--- src/rtl/encoder8to3_req.sv ---
// rtl/encoder8to3_req.sv - sequential 8-to-3 request encoder with a valid/ready output slot
module encoder8to3_req #(
   parameter int ROUND_ROBIN = 0
) (
   input  logic       CLK,
   input  logic       RST,
   input  logic       EN,
   input  logic [7:0] D,
   input  logic       READY,
   output logic [2:0] A,
   output logic       VALID,
   output logic [7:0] PEND
);

   logic [7:0] pend_q;
   logic [2:0] a_q;
   logic       valid_q;
   logic [2:0] last_q;

   logic       free;
   logic       any_pend;
   logic [2:0] sel;
   logic [7:0] clr_mask;
   logic [7:0] set_mask;
   logic [7:0] pend_next;

   assign free     = !valid_q || READY;
   assign any_pend = |pend_q;

   // Pick one pending index from the registered PEND only; D this cycle is not visible here.
   always_comb begin
      logic       found;
      logic [2:0] idx;
      sel   = 3'd0;
      found = 1'b0;
      idx   = 3'd0;
      if (ROUND_ROBIN != 0) begin
         // Start just below the last issued index and wrap; LAST itself is tried last.
         for (int k = 1; k <= 8; k++) begin
            idx = last_q - 3'(k);
            if (!found && pend_q[idx]) begin
               sel   = idx;
               found = 1'b1;
            end
         end
      end else begin
         for (int i = 7; i >= 0; i--) begin
            if (!found && pend_q[i]) begin
               sel   = 3'(i);
               found = 1'b1;
            end
         end
      end
   end

   // Drain the issued bit, then merge new requests so a same-edge re-request survives.
   always_comb begin
      clr_mask  = 8'h00;
      set_mask  = EN ? D : 8'h00;
      if (free && any_pend) begin
         clr_mask = 8'b0000_0001 << sel;
      end
      pend_next = (pend_q & ~clr_mask) | set_mask;
   end

   // Slot, pending register and round-robin pointer update.
   always_ff @(posedge CLK) begin
      if (RST) begin
         pend_q  <= 8'h00;
         a_q     <= 3'd0;
         valid_q <= 1'b0;
         last_q  <= 3'd0;
      end else begin
         if (free) begin
            if (any_pend) begin
               a_q     <= sel;
               valid_q <= 1'b1;
               last_q  <= sel;
            end else begin
               valid_q <= 1'b0;
            end
         end
         pend_q <= pend_next;
      end
   end

   assign A     = a_q;
   assign VALID = valid_q;
   assign PEND  = pend_q;

endmodule

--- config.mk ---
export PLATFORM = sky130hd
export DESIGN_NAME = encoder8to3_req
export DESIGN_NICKNAME = d
export VERILOG_FILES = /design/src/rtl/encoder8to3_req.sv
export SDC_FILE = /design/constraint.sdc
export NUM_CORES = 1
export LEC_CHECK = 0
export CAP_MARGIN = 20
export CORE_AREA = 3 3 40 42
export CTS_CLUSTER_DIAMETER = 50
export DETAILED_ROUTE_END_ITERATION = 8
export DIE_AREA = 0 0 43 45
export PLACE_DENSITY = 0.75
export SLEW_MARGIN = 20
export SYNTH_ARGS = -nofsm -noshare
export SYNTH_HDL_FRONTEND = slang
export SYNTH_SLANG_ARGS = --single-unit
--- constraint.sdc ---
create_clock -name CLK -period 2.5 [get_ports CLK]
set_input_delay 0.625 -clock CLK [delete_from_list [all_inputs] [get_ports CLK]]
set_output_delay 0.625 -clock CLK [all_outputs]
set_load 0.05 [all_outputs]
==> flow_metrics.tcl, run 1 <==
set metrics [dict create \
    synthToLayoutAreaGrowth_pct 51.3 \
    antenna_violating_nets_post_route 0 \
    finish.net_count 97 \
    ctsLongestPathBuffers 2 \
    final_hold_viol_count 0 \
    totalWireLength_um 1340 \
    htreeDepth 1 \
    drt_first_iter_violations 3 \
    post_synthesis_cell_count 59 \
    finalClockSkew_ns 0.00486 \
    syn_area_um2 514 \
    leak_pwr_nw 0.287 \
    timing_worst_slew_pin_value_ns 0.502 \
    via_count 523 \
    cts.hold.buffers_added 0 \
    most-common-layout-cells "23 x sky130_fd_sc_hd__clkdlybuf4s50_1, 12 x sky130_fd_sc_hd__dfxtp_1, 10 x sky130_fd_sc_hd__nor2_1, 7 x sky130_fd_sc_hd__nand2_1" \
    die_h_um 45 \
    totalNegativeSetupSlack_ns 0 \
    cp.required_ns 1.88 \
    period_share 0.896 \
    critPathBufInv 1 \
    layout-drive-gt1-share 0.0843 \
    setup_viol_count_final 0 \
    first_global_vias 516 \
    cpPeakStageDelay_ns 0.87 \
    vdd_ir_drop_max_uv 331 \
    post-route-drc-count 0 \
    cts.clk_slew.worst_paths_ns 0.07 \
    netlist-cell-type-count 21 \
    globalRouteTotalUtil 0.154 \
    critical-path-top-delay-family "buffers and inverters" \
    layout_min_cycle_time_ns 2.24 \
    pin_count 24 \
    initial_utilization 0.400 \
    synth_seq_cells 12 \
    power.density_mw_per_mm2 658 \
    vias_per_cell 5.34 \
    placeableCoreArea_mm2 0.00128 \
    port-buffer-count 23 \
    status "finished clean" \
    worst_hold_path_type "flop to flop" \
    grt_pass1_wl_um 2190 \
    detailed_place_hpwl_um 939 \
    cts_tree "yes" \
    clockRootBuffer "sky130_fd_sc_hd__clkbuf_4" \
    postCtsSetupRepairBufs 0 \
    dr.pass1.iters 4 \
    worst_setup_path_start_kind "flop" \
    finalMaxSlewViolations 0 \
    die_area_mm2 0.00194 \
    clk-insertion-delay-late_ns 0.27 \
    worstPathMaxFanout 7 \
    endpoint_kind "output pin" \
    timing.critical_path.arrival_ns 1.62 \
    cts_num_sinks 12 \
    grt_start_max_net_pins 13 \
    die_w_um 43 \
    grt_antenna_before_repair 0 \
    crit_type "flop to output pin" \
    seq_area_frac_synth 0.467 \
    cts-resized-gates 0 \
    max_fclk_mhz 446 \
    unrepaired_setup_endpoints_after_global_routing "no" \
    numCtsBuffers 3 \
    insertedDiodeCount 0 \
    postLayoutCoreUtil 0.606 \
    synthesis.nets 71 \
    syn_avg_cell_area_um2 8.72 \
    overflow 0 \
    drv_cap 0 \
    wl_per_cell_um 13.7 \
    yosys_warnings 0 \
    max_slew_margin 0.664 \
    placement_rows 13 \
    gpl.final_weighted_congestion 0.734 \
    worst_path_max_delay_cell "sky130_fd_sc_hd__clkdlybuf4s50_1" \
    path_cells "clkdlybuf4s50_1" \
    layout.cells.most_common "sky130_fd_sc_hd__clkdlybuf4s50_1" \
]
## worst paths after layout
path	startpoint	end	slack (ns)	cells past startpoint
max	PEND[5]	PEND[5]	0.26	1
min	A[0]	A[0]	0.50	2
max reg2reg	PEND[6]	PEND[1]	1.12	4
min reg2reg	A[0]	A[0]	0.50	2
## cell families after synthesis
family | share of synthesized area
buffers and inverters | 0.0219
DFF | 0.467
AOI/OAI and AO/OA | 0.260
and+or+nand+nor | 0.251
## cell usage after synthesis
| cell type | instances | area, µm² |
|---|---|---|
| sky130_fd_sc_hd__dfxtp_1 | 12 | 240 |
| sky130_fd_sc_hd__nor2_1 | 10 | 37.5 |
| sky130_fd_sc_hd__nand2_1 | 7 | 26.3 |
| sky130_fd_sc_hd__a21oi_1 | 5 | 25.0 |
| sky130_fd_sc_hd__o21ai_0 | 5 | 25.0 |
| sky130_fd_sc_hd__a22oi_1 | 3 | 22.5 |
| sky130_fd_sc_hd__clkbuf_1 | 2 | 7.51 |
| sky130_fd_sc_hd__nand2b_1 | 2 | 12.5 |
| sky130_fd_sc_hd__a211oi_1 | 1 | 7.51 |
| sky130_fd_sc_hd__a21oi_2 | 1 | 8.76 |
| sky130_fd_sc_hd__a221oi_1 | 1 | 8.76 |
| sky130_fd_sc_hd__a311oi_2 | 1 | 15.0 |
| sky130_fd_sc_hd__a31oi_1 | 1 | 6.26 |
| sky130_fd_sc_hd__inv_1 | 1 | 3.75 |
| sky130_fd_sc_hd__nor2b_1 | 1 | 6.26 |
| sky130_fd_sc_hd__nor3_1 | 1 | 5.00 |
| sky130_fd_sc_hd__nor4_2 | 1 | 12.5 |
| sky130_fd_sc_hd__nor4_4 | 1 | 21.3 |
| sky130_fd_sc_hd__o21a_1 | 1 | 7.51 |
| sky130_fd_sc_hd__o31ai_1 | 1 | 7.51 |
| sky130_fd_sc_hd__or4_1 | 1 | 7.51 |
## where the power goes
part	internal, mW	switching [mW]	total (mW)
Clock	0.0556	0.0590	0.115
Sequential	0.208	0.0187	0.227
Combinational	0.0679	0.102	0.170
## stage by stage
step | setup WS (ns) | hold slack [ns] | area (µm²) | power [mW] | instances
final | 0.259 | 0.498 | 778 | 0.512 | 98
after global placement | 0.570 | 0.483 | 756 | 0.398 | 95
after detailed placement | 0.558 | 0.492 | 756 | 0.399 | 95
after global routing | 0.218 | 0.513 | 778 | 0.534 | 98
after floorplan | 1.03 | 0.693 | 514 | 0.338 | 59
after CTS | 0.258 | 0.501 | 778 | 0.515 | 98
## cell type report
type                    instances  area, µm²
clock buffers                   3       22.5
fillers                       126        507
well taps                      15       18.8
flip-flops and latches         12        240
inverters                       1       3.75
repair buffers                 23        230
multi-input cells              44        263
## metal layers
layer	wire length, µm	part of all wire	GRT usage
met1	602	0.45	0.176
met4	10	0.0075	0.0904
met2	660	0.49	0.249
met5	0	0	0
met3	65	0.049	0.0558
## sequential cells by signal (all words and copies together) (netlist names)
name	cells
PEND	8
VALID	1
A	3
Power figures use the tool's default switching activity.
==> run 2, diff against run 1 <==
--- a/config.mk
+++ b/config.mk
@@ -11,6 +11,7 @@
 export DETAILED_ROUTE_END_ITERATION = 8
 export DIE_AREA = 0 0 43 45
 export PLACE_DENSITY = 0.75
+export SETUP_SLACK_MARGIN = 0.4
 export SLEW_MARGIN = 20
 export SYNTH_ARGS = -nofsm -noshare
 export SYNTH_HDL_FRONTEND = slang
==> flow_metrics.tcl, run 2 (synthesized netlist as in run 1, its figures left out) <==
set metrics [dict create \
    die_area_mm2 0.00194 \
    post-place-cells 95 \
    endpoint_kind "output pin" \
    totalWireLength_um 1340 \
    unrepaired_setup_endpoints_after_global_routing "no" \
    period_share 0.811 \
    power.density_mw_per_mm2 659 \
    postLayoutCoreUtil 0.598 \
    worst_setup_path_start_kind "flop" \
    numCtsBuffers 3 \
    globalRouteTotalUtil 0.152 \
    placement_rows 13 \
    worst_hold_path_type "flop to flop" \
    max_slew_margin 0.673 \
    post-route-drc-count 0 \
    vias_per_cell 5.32 \
    most-common-layout-cells "15 x sky130_fd_sc_hd__clkdlybuf4s50_1, 12 x sky130_fd_sc_hd__dfxtp_1, 10 x sky130_fd_sc_hd__nor2_1, 8 x sky130_fd_sc_hd__dlygate4sd2_1, 7 x sky130_fd_sc_hd__nand2_1" \
    placeableCoreArea_mm2 0.00128 \
    finalMaxSlewViolations 0 \
    fillerInstances 130 \
    final-instance-count-excl-fill 98 \
    largest_reg_flops 8 \
    clk-insertion-delay-late_ns 0.27 \
    cts.hold.buffers_added 0 \
    totalNegativeSetupSlack_ns 0 \
    setup_viol_count_final 0 \
    die_w_um 43 \
    cp.required_ns 1.88 \
    timing.critical_path.arrival_ns 1.40 \
    overflow 0 \
    ff_latch_area_um2 240 \
    grt_start_max_net_pins 13 \
    insertedDiodeCount 0 \
    path_cells "clkdlybuf4s50_1" \
    pin_count 24 \
    layout_min_cycle_time_ns 2.03 \
    finalClockSkew_ns 0.00503 \
    layout.cell_area.non_filler_um2 768 \
    finish.net_count 97 \
    layout-drive-gt1-share 0.0843 \
    cts-resized-gates 8 \
    port-buffer-count 23 \
    die_h_um 45 \
    max_fclk_mhz 493 \
    initial_utilization 0.400 \
    critPathBufInv 1 \
    gpl.final_weighted_congestion 0.734 \
    leak_pwr_nw 0.317 \
    crit_type "flop to output pin" \
    synthToLayoutAreaGrowth_pct 49.4 \
    place_area_um2 756 \
    min_delay_path_depth 2 \
    ctsLongestPathBuffers 2 \
    path_depth 1 \
    grt_antenna_before_repair 0 \
    worstPathMaxFanout 3 \
    dr.pass1.iters 4 \
    antenna_violating_nets_post_route 0 \
    htreeDepth 1 \
    layout.cells.most_common "sky130_fd_sc_hd__clkdlybuf4s50_1" \
    cts_num_sinks 12 \
    cpPeakStageDelay_ns 0.80 \
    wl_per_cell_um 13.6 \
    postCtsSetupRepairBufs 0 \
    multi_input_area_um2 263 \
    status "finished clean" \
    final_hold_viol_count 0 \
    vdd_ir_drop_max_uv 340 \
    cts.clk_slew.worst_paths_ns 0.07 \
    cts_tree "yes" \
    critical-path-top-delay-family "buffers and inverters" \
    drv_cap 0 \
    first_global_vias 511 \
    via_count 521 \
    worst_path_max_delay_cell "sky130_fd_sc_hd__clkdlybuf4s50_1" \
    detailed_place_hpwl_um 939 \
    clockRootBuffer "sky130_fd_sc_hd__clkbuf_4" \
    worstRegToRegCells 4 \
    drt_first_iter_violations 2 \
    grt_pass1_wl_um 2160 \
    timing_worst_slew_pin_value_ns 0.490 \
]
==> run 2: report_power, final <==
| part | leakage [nW] | internal [mW] | total, mW | switching (mW) |
|---|---|---|---|---|
| combinational | 0.204 | 0.0627 | 0.165 | 0.102 |
| sequential | 0.0994 | 0.208 | 0.227 | 0.0184 |
| clock | 0.0138 | 0.0556 | 0.115 | 0.0593 |
| total | 0.317 | 0.327 | 0.507 | 0.180 |
==> run 2: final timing paths <==
check           from      end  slack [ns]
max reg2reg  PEND[6]  PEND[1]        1.12
max            VALID    VALID        0.47
min             A[0]     A[0]        0.50
min reg2reg     A[0]     A[0]        0.50
==> run 2: per-stage QoR <==
stage | hold WS (ns) | setup WS, ns | power [mW]
final | 0.498 | 0.473 | 0.507
after global routing | 0.513 | 0.425 | 0.529
after CTS | 0.501 | 0.464 | 0.509
after detailed placement | 0.492 | 0.558 | 0.399
after global placement | 0.483 | 0.570 | 0.398
after floorplan | 0.693 | 1.03 | 0.338
==> run 2: final cells by class <==
class                           count  share of cell area
Multi-Input combinational cell     44               0.342
Sequential cell                    12               0.313
Timing Repair Buffer               23               0.287
Clock buffer                        3              0.0293
Tap cell                           15              0.0244
Inverter                            1             0.00489
==> run 2: per-layer routing <==
metal	GRT usage	share of wire
met3	0.0558	0.049
met5	0	0
met1	0.172	0.45
met4	0.0904	0.0075
met2	0.249	0.49
==> run 3, diff against run 2 <==
--- a/config.mk
+++ b/config.mk
@@ -6,11 +6,11 @@
 export NUM_CORES = 1
 export LEC_CHECK = 0
 export CAP_MARGIN = 20
-export CORE_AREA = 3 3 40 42
+export CORE_MARGIN = 3
+export CORE_UTILIZATION = 38
 export CTS_CLUSTER_DIAMETER = 50
 export DETAILED_ROUTE_END_ITERATION = 8
-export DIE_AREA = 0 0 43 45
-export PLACE_DENSITY = 0.75
+export PLACE_DENSITY = 0.74
 export SETUP_SLACK_MARGIN = 0.4
 export SLEW_MARGIN = 20
 export SYNTH_ARGS = -nofsm -noshare
==> constraint.sdc (replaced) <==
create_clock -name CLK -period 1.98 [get_ports CLK]
set_input_delay 0.495 -clock CLK [delete_from_list [all_inputs] [get_ports CLK]]
set_output_delay 0.495 -clock CLK [all_outputs]
set_load 0.05 [all_outputs]
==> flow_metrics.tcl, run 3 (synthesized netlist as in run 1, its figures left out) <==
set metrics [dict create \
    leak_pwr_nw 0.312 \
    placement_rows 12 \
    via_count 510 \
    insertedDiodeCount 0 \
    finalMaxSlewViolations 0 \
    vias_per_cell 5.20 \
    critical_path.reg2reg.startpoint "PEND[6]" \
    min_delay_path_depth 2 \
    max_fclk_mhz 668 \
    power.density_mw_per_mm2 897 \
    ff2ff_setup_slack_ns 0.61 \
    grt_pass1_wl_um 2080 \
    finish.net_count 97 \
    drv_cap 0 \
    cp.required_ns 1.48 \
    final-instance-count-excl-fill 98 \
    totalWireLength_um 1180 \
    fillerInstances 105 \
    grt_antenna_before_repair 0 \
    grt_start_max_net_pins 13 \
    worst_setup_path_start_kind "flop" \
    post-place-cells 94 \
    most-common-layout-cells "11 x sky130_fd_sc_hd__dfxtp_1, 11 x sky130_fd_sc_hd__clkdlybuf4s50_1, 10 x sky130_fd_sc_hd__nor2_1, 10 x sky130_fd_sc_hd__buf_4, 7 x sky130_fd_sc_hd__nand2_1" \
    overflow 0 \
    die_h_um 42.8 \
    timing_worst_slew_pin_value_ns 0.453 \
    fin_ws_ns 0.483 \
    finalClockSkew_ns 0.00440 \
    die_area_mm2 0.00183 \
    post-route-drc-count 0 \
    die_w_um 42.8 \
    cts_num_sinks 12 \
    power.total_uw 690 \
    dr.pass1.iters 4 \
    worstRegToRegCells 4 \
    synthToLayoutAreaGrowth_pct 49.6 \
    unrepaired_setup_endpoints_after_global_routing "no" \
    largest_reg_flops 8 \
    postLayoutCoreUtil 0.649 \
    critPathBufInv 1 \
    htreeDepth 1 \
    timing.hold.ws_ns 0.496 \
    wl_per_cell_um 12.0 \
    place_area_um2 729 \
    numCtsBuffers 3 \
    timing.hold.worst.start "A[0]" \
    vdd_ir_drop_max_uv 450 \
    cpPeakStageDelay_ns 0.47 \
    rr_endpoint "PEND[1]" \
    clockRootBuffer "sky130_fd_sc_hd__clkbuf_4" \
    detailed_place_hpwl_um 908 \
    placeableCoreArea_mm2 0.00119 \
    cts_tree "yes" \
    pin_count 24 \
    final_hold_viol_count 0 \
    hold-path-endpoint "A[0]" \
    port-buffer-count 23 \
    max_slew_margin 0.697 \
    critical-path-top-delay-family "flip-flops" \
    crit_type "flop to output pin" \
    globalRouteTotalUtil 0.150 \
    drt_first_iter_violations 12 \
    setup_viol_count_final 0 \
    clk-insertion-delay-late_ns 0.28 \
    status "finished clean" \
    first_global_vias 458 \
    layout.cell_area.non_filler_um2 769 \
    period_share 0.756 \
    totalNegativeSetupSlack_ns 0 \
    gpl.final_weighted_congestion 0.715 \
    timing.critical_path.arrival_ns 1.00 \
    ctsLongestPathBuffers 2 \
    path_cells "buf_4" \
    cts.clk_slew.worst_paths_ns 0.08 \
    worst_path_max_delay_cell "sky130_fd_sc_hd__dfxtp_1" \
    layout_min_cycle_time_ns 1.50 \
    worst_hold_path_type "flop to flop" \
    initial_utilization 0.434 \
    cts.hold.buffers_added 0 \
    post-place-ws_ns 0.285 \
    endpoint_kind "output pin" \
    antenna_violating_nets_post_route 0 \
    layout-drive-gt1-share 0.250 \
    worstPathMaxFanout 6 \
]
[run 3: layer usage]
layer  vias to the layer above  part of all wire  track usage
li1                        266                 -            -
met1                       226              0.46        0.192
met2                        14              0.46        0.219
met3                         4             0.058       0.0424
met4                         0             0.019       0.0932
met5                         -                 0            0
[run 3: report_power, final]
| part | switching [mW] | internal, mW | total [mW] |
|---|---|---|---|
| Sequential | 0.0229 | 0.263 | 0.286 |
| Combinational | 0.126 | 0.0787 | 0.205 |
| Clock | 0.0877 | 0.112 | 0.200 |
| Total | 0.236 | 0.454 | 0.690 |
[run 3: cell type report]
cell class / instances / area [µm²] / area share
multi-input combinational: 44 / 263 / 0.341
tap: 14 / 17.5 / 0.0228
sequential: 12 / 241 / 0.314
clock buffer: 4 / 36.3 / 0.0472
inverter: 1 / 3.75 / 0.00488
timing repair buffer: 23 / 208 / 0.270
[run 3: worst max-delay path by stage]
stage | start | end | slack, ns | depth (start not counted)
3_5_place_dp | READY | PEND[1] | 0.28 | 5
5_1_grt | PEND[3] | PEND[3] | 0.43 | 1
6_report | PEND[4] | PEND[4] | 0.48 | 1
4_1_cts | PEND[5] | PEND[5] | 0.43 | 1
2_1_floorplan | PEND[3] | A[1] | 0.51 | 4
3_3_place_gp | READY | PEND[1] | 0.30 | 5
[run 3: repair_timing]
item | 4_1_cts | 5_1_grt
buffers inserted | 0 | 0
endpoints found under the setup margin | 2 | 1
resized for setup | 6 | 1
cloned | 0 | 0
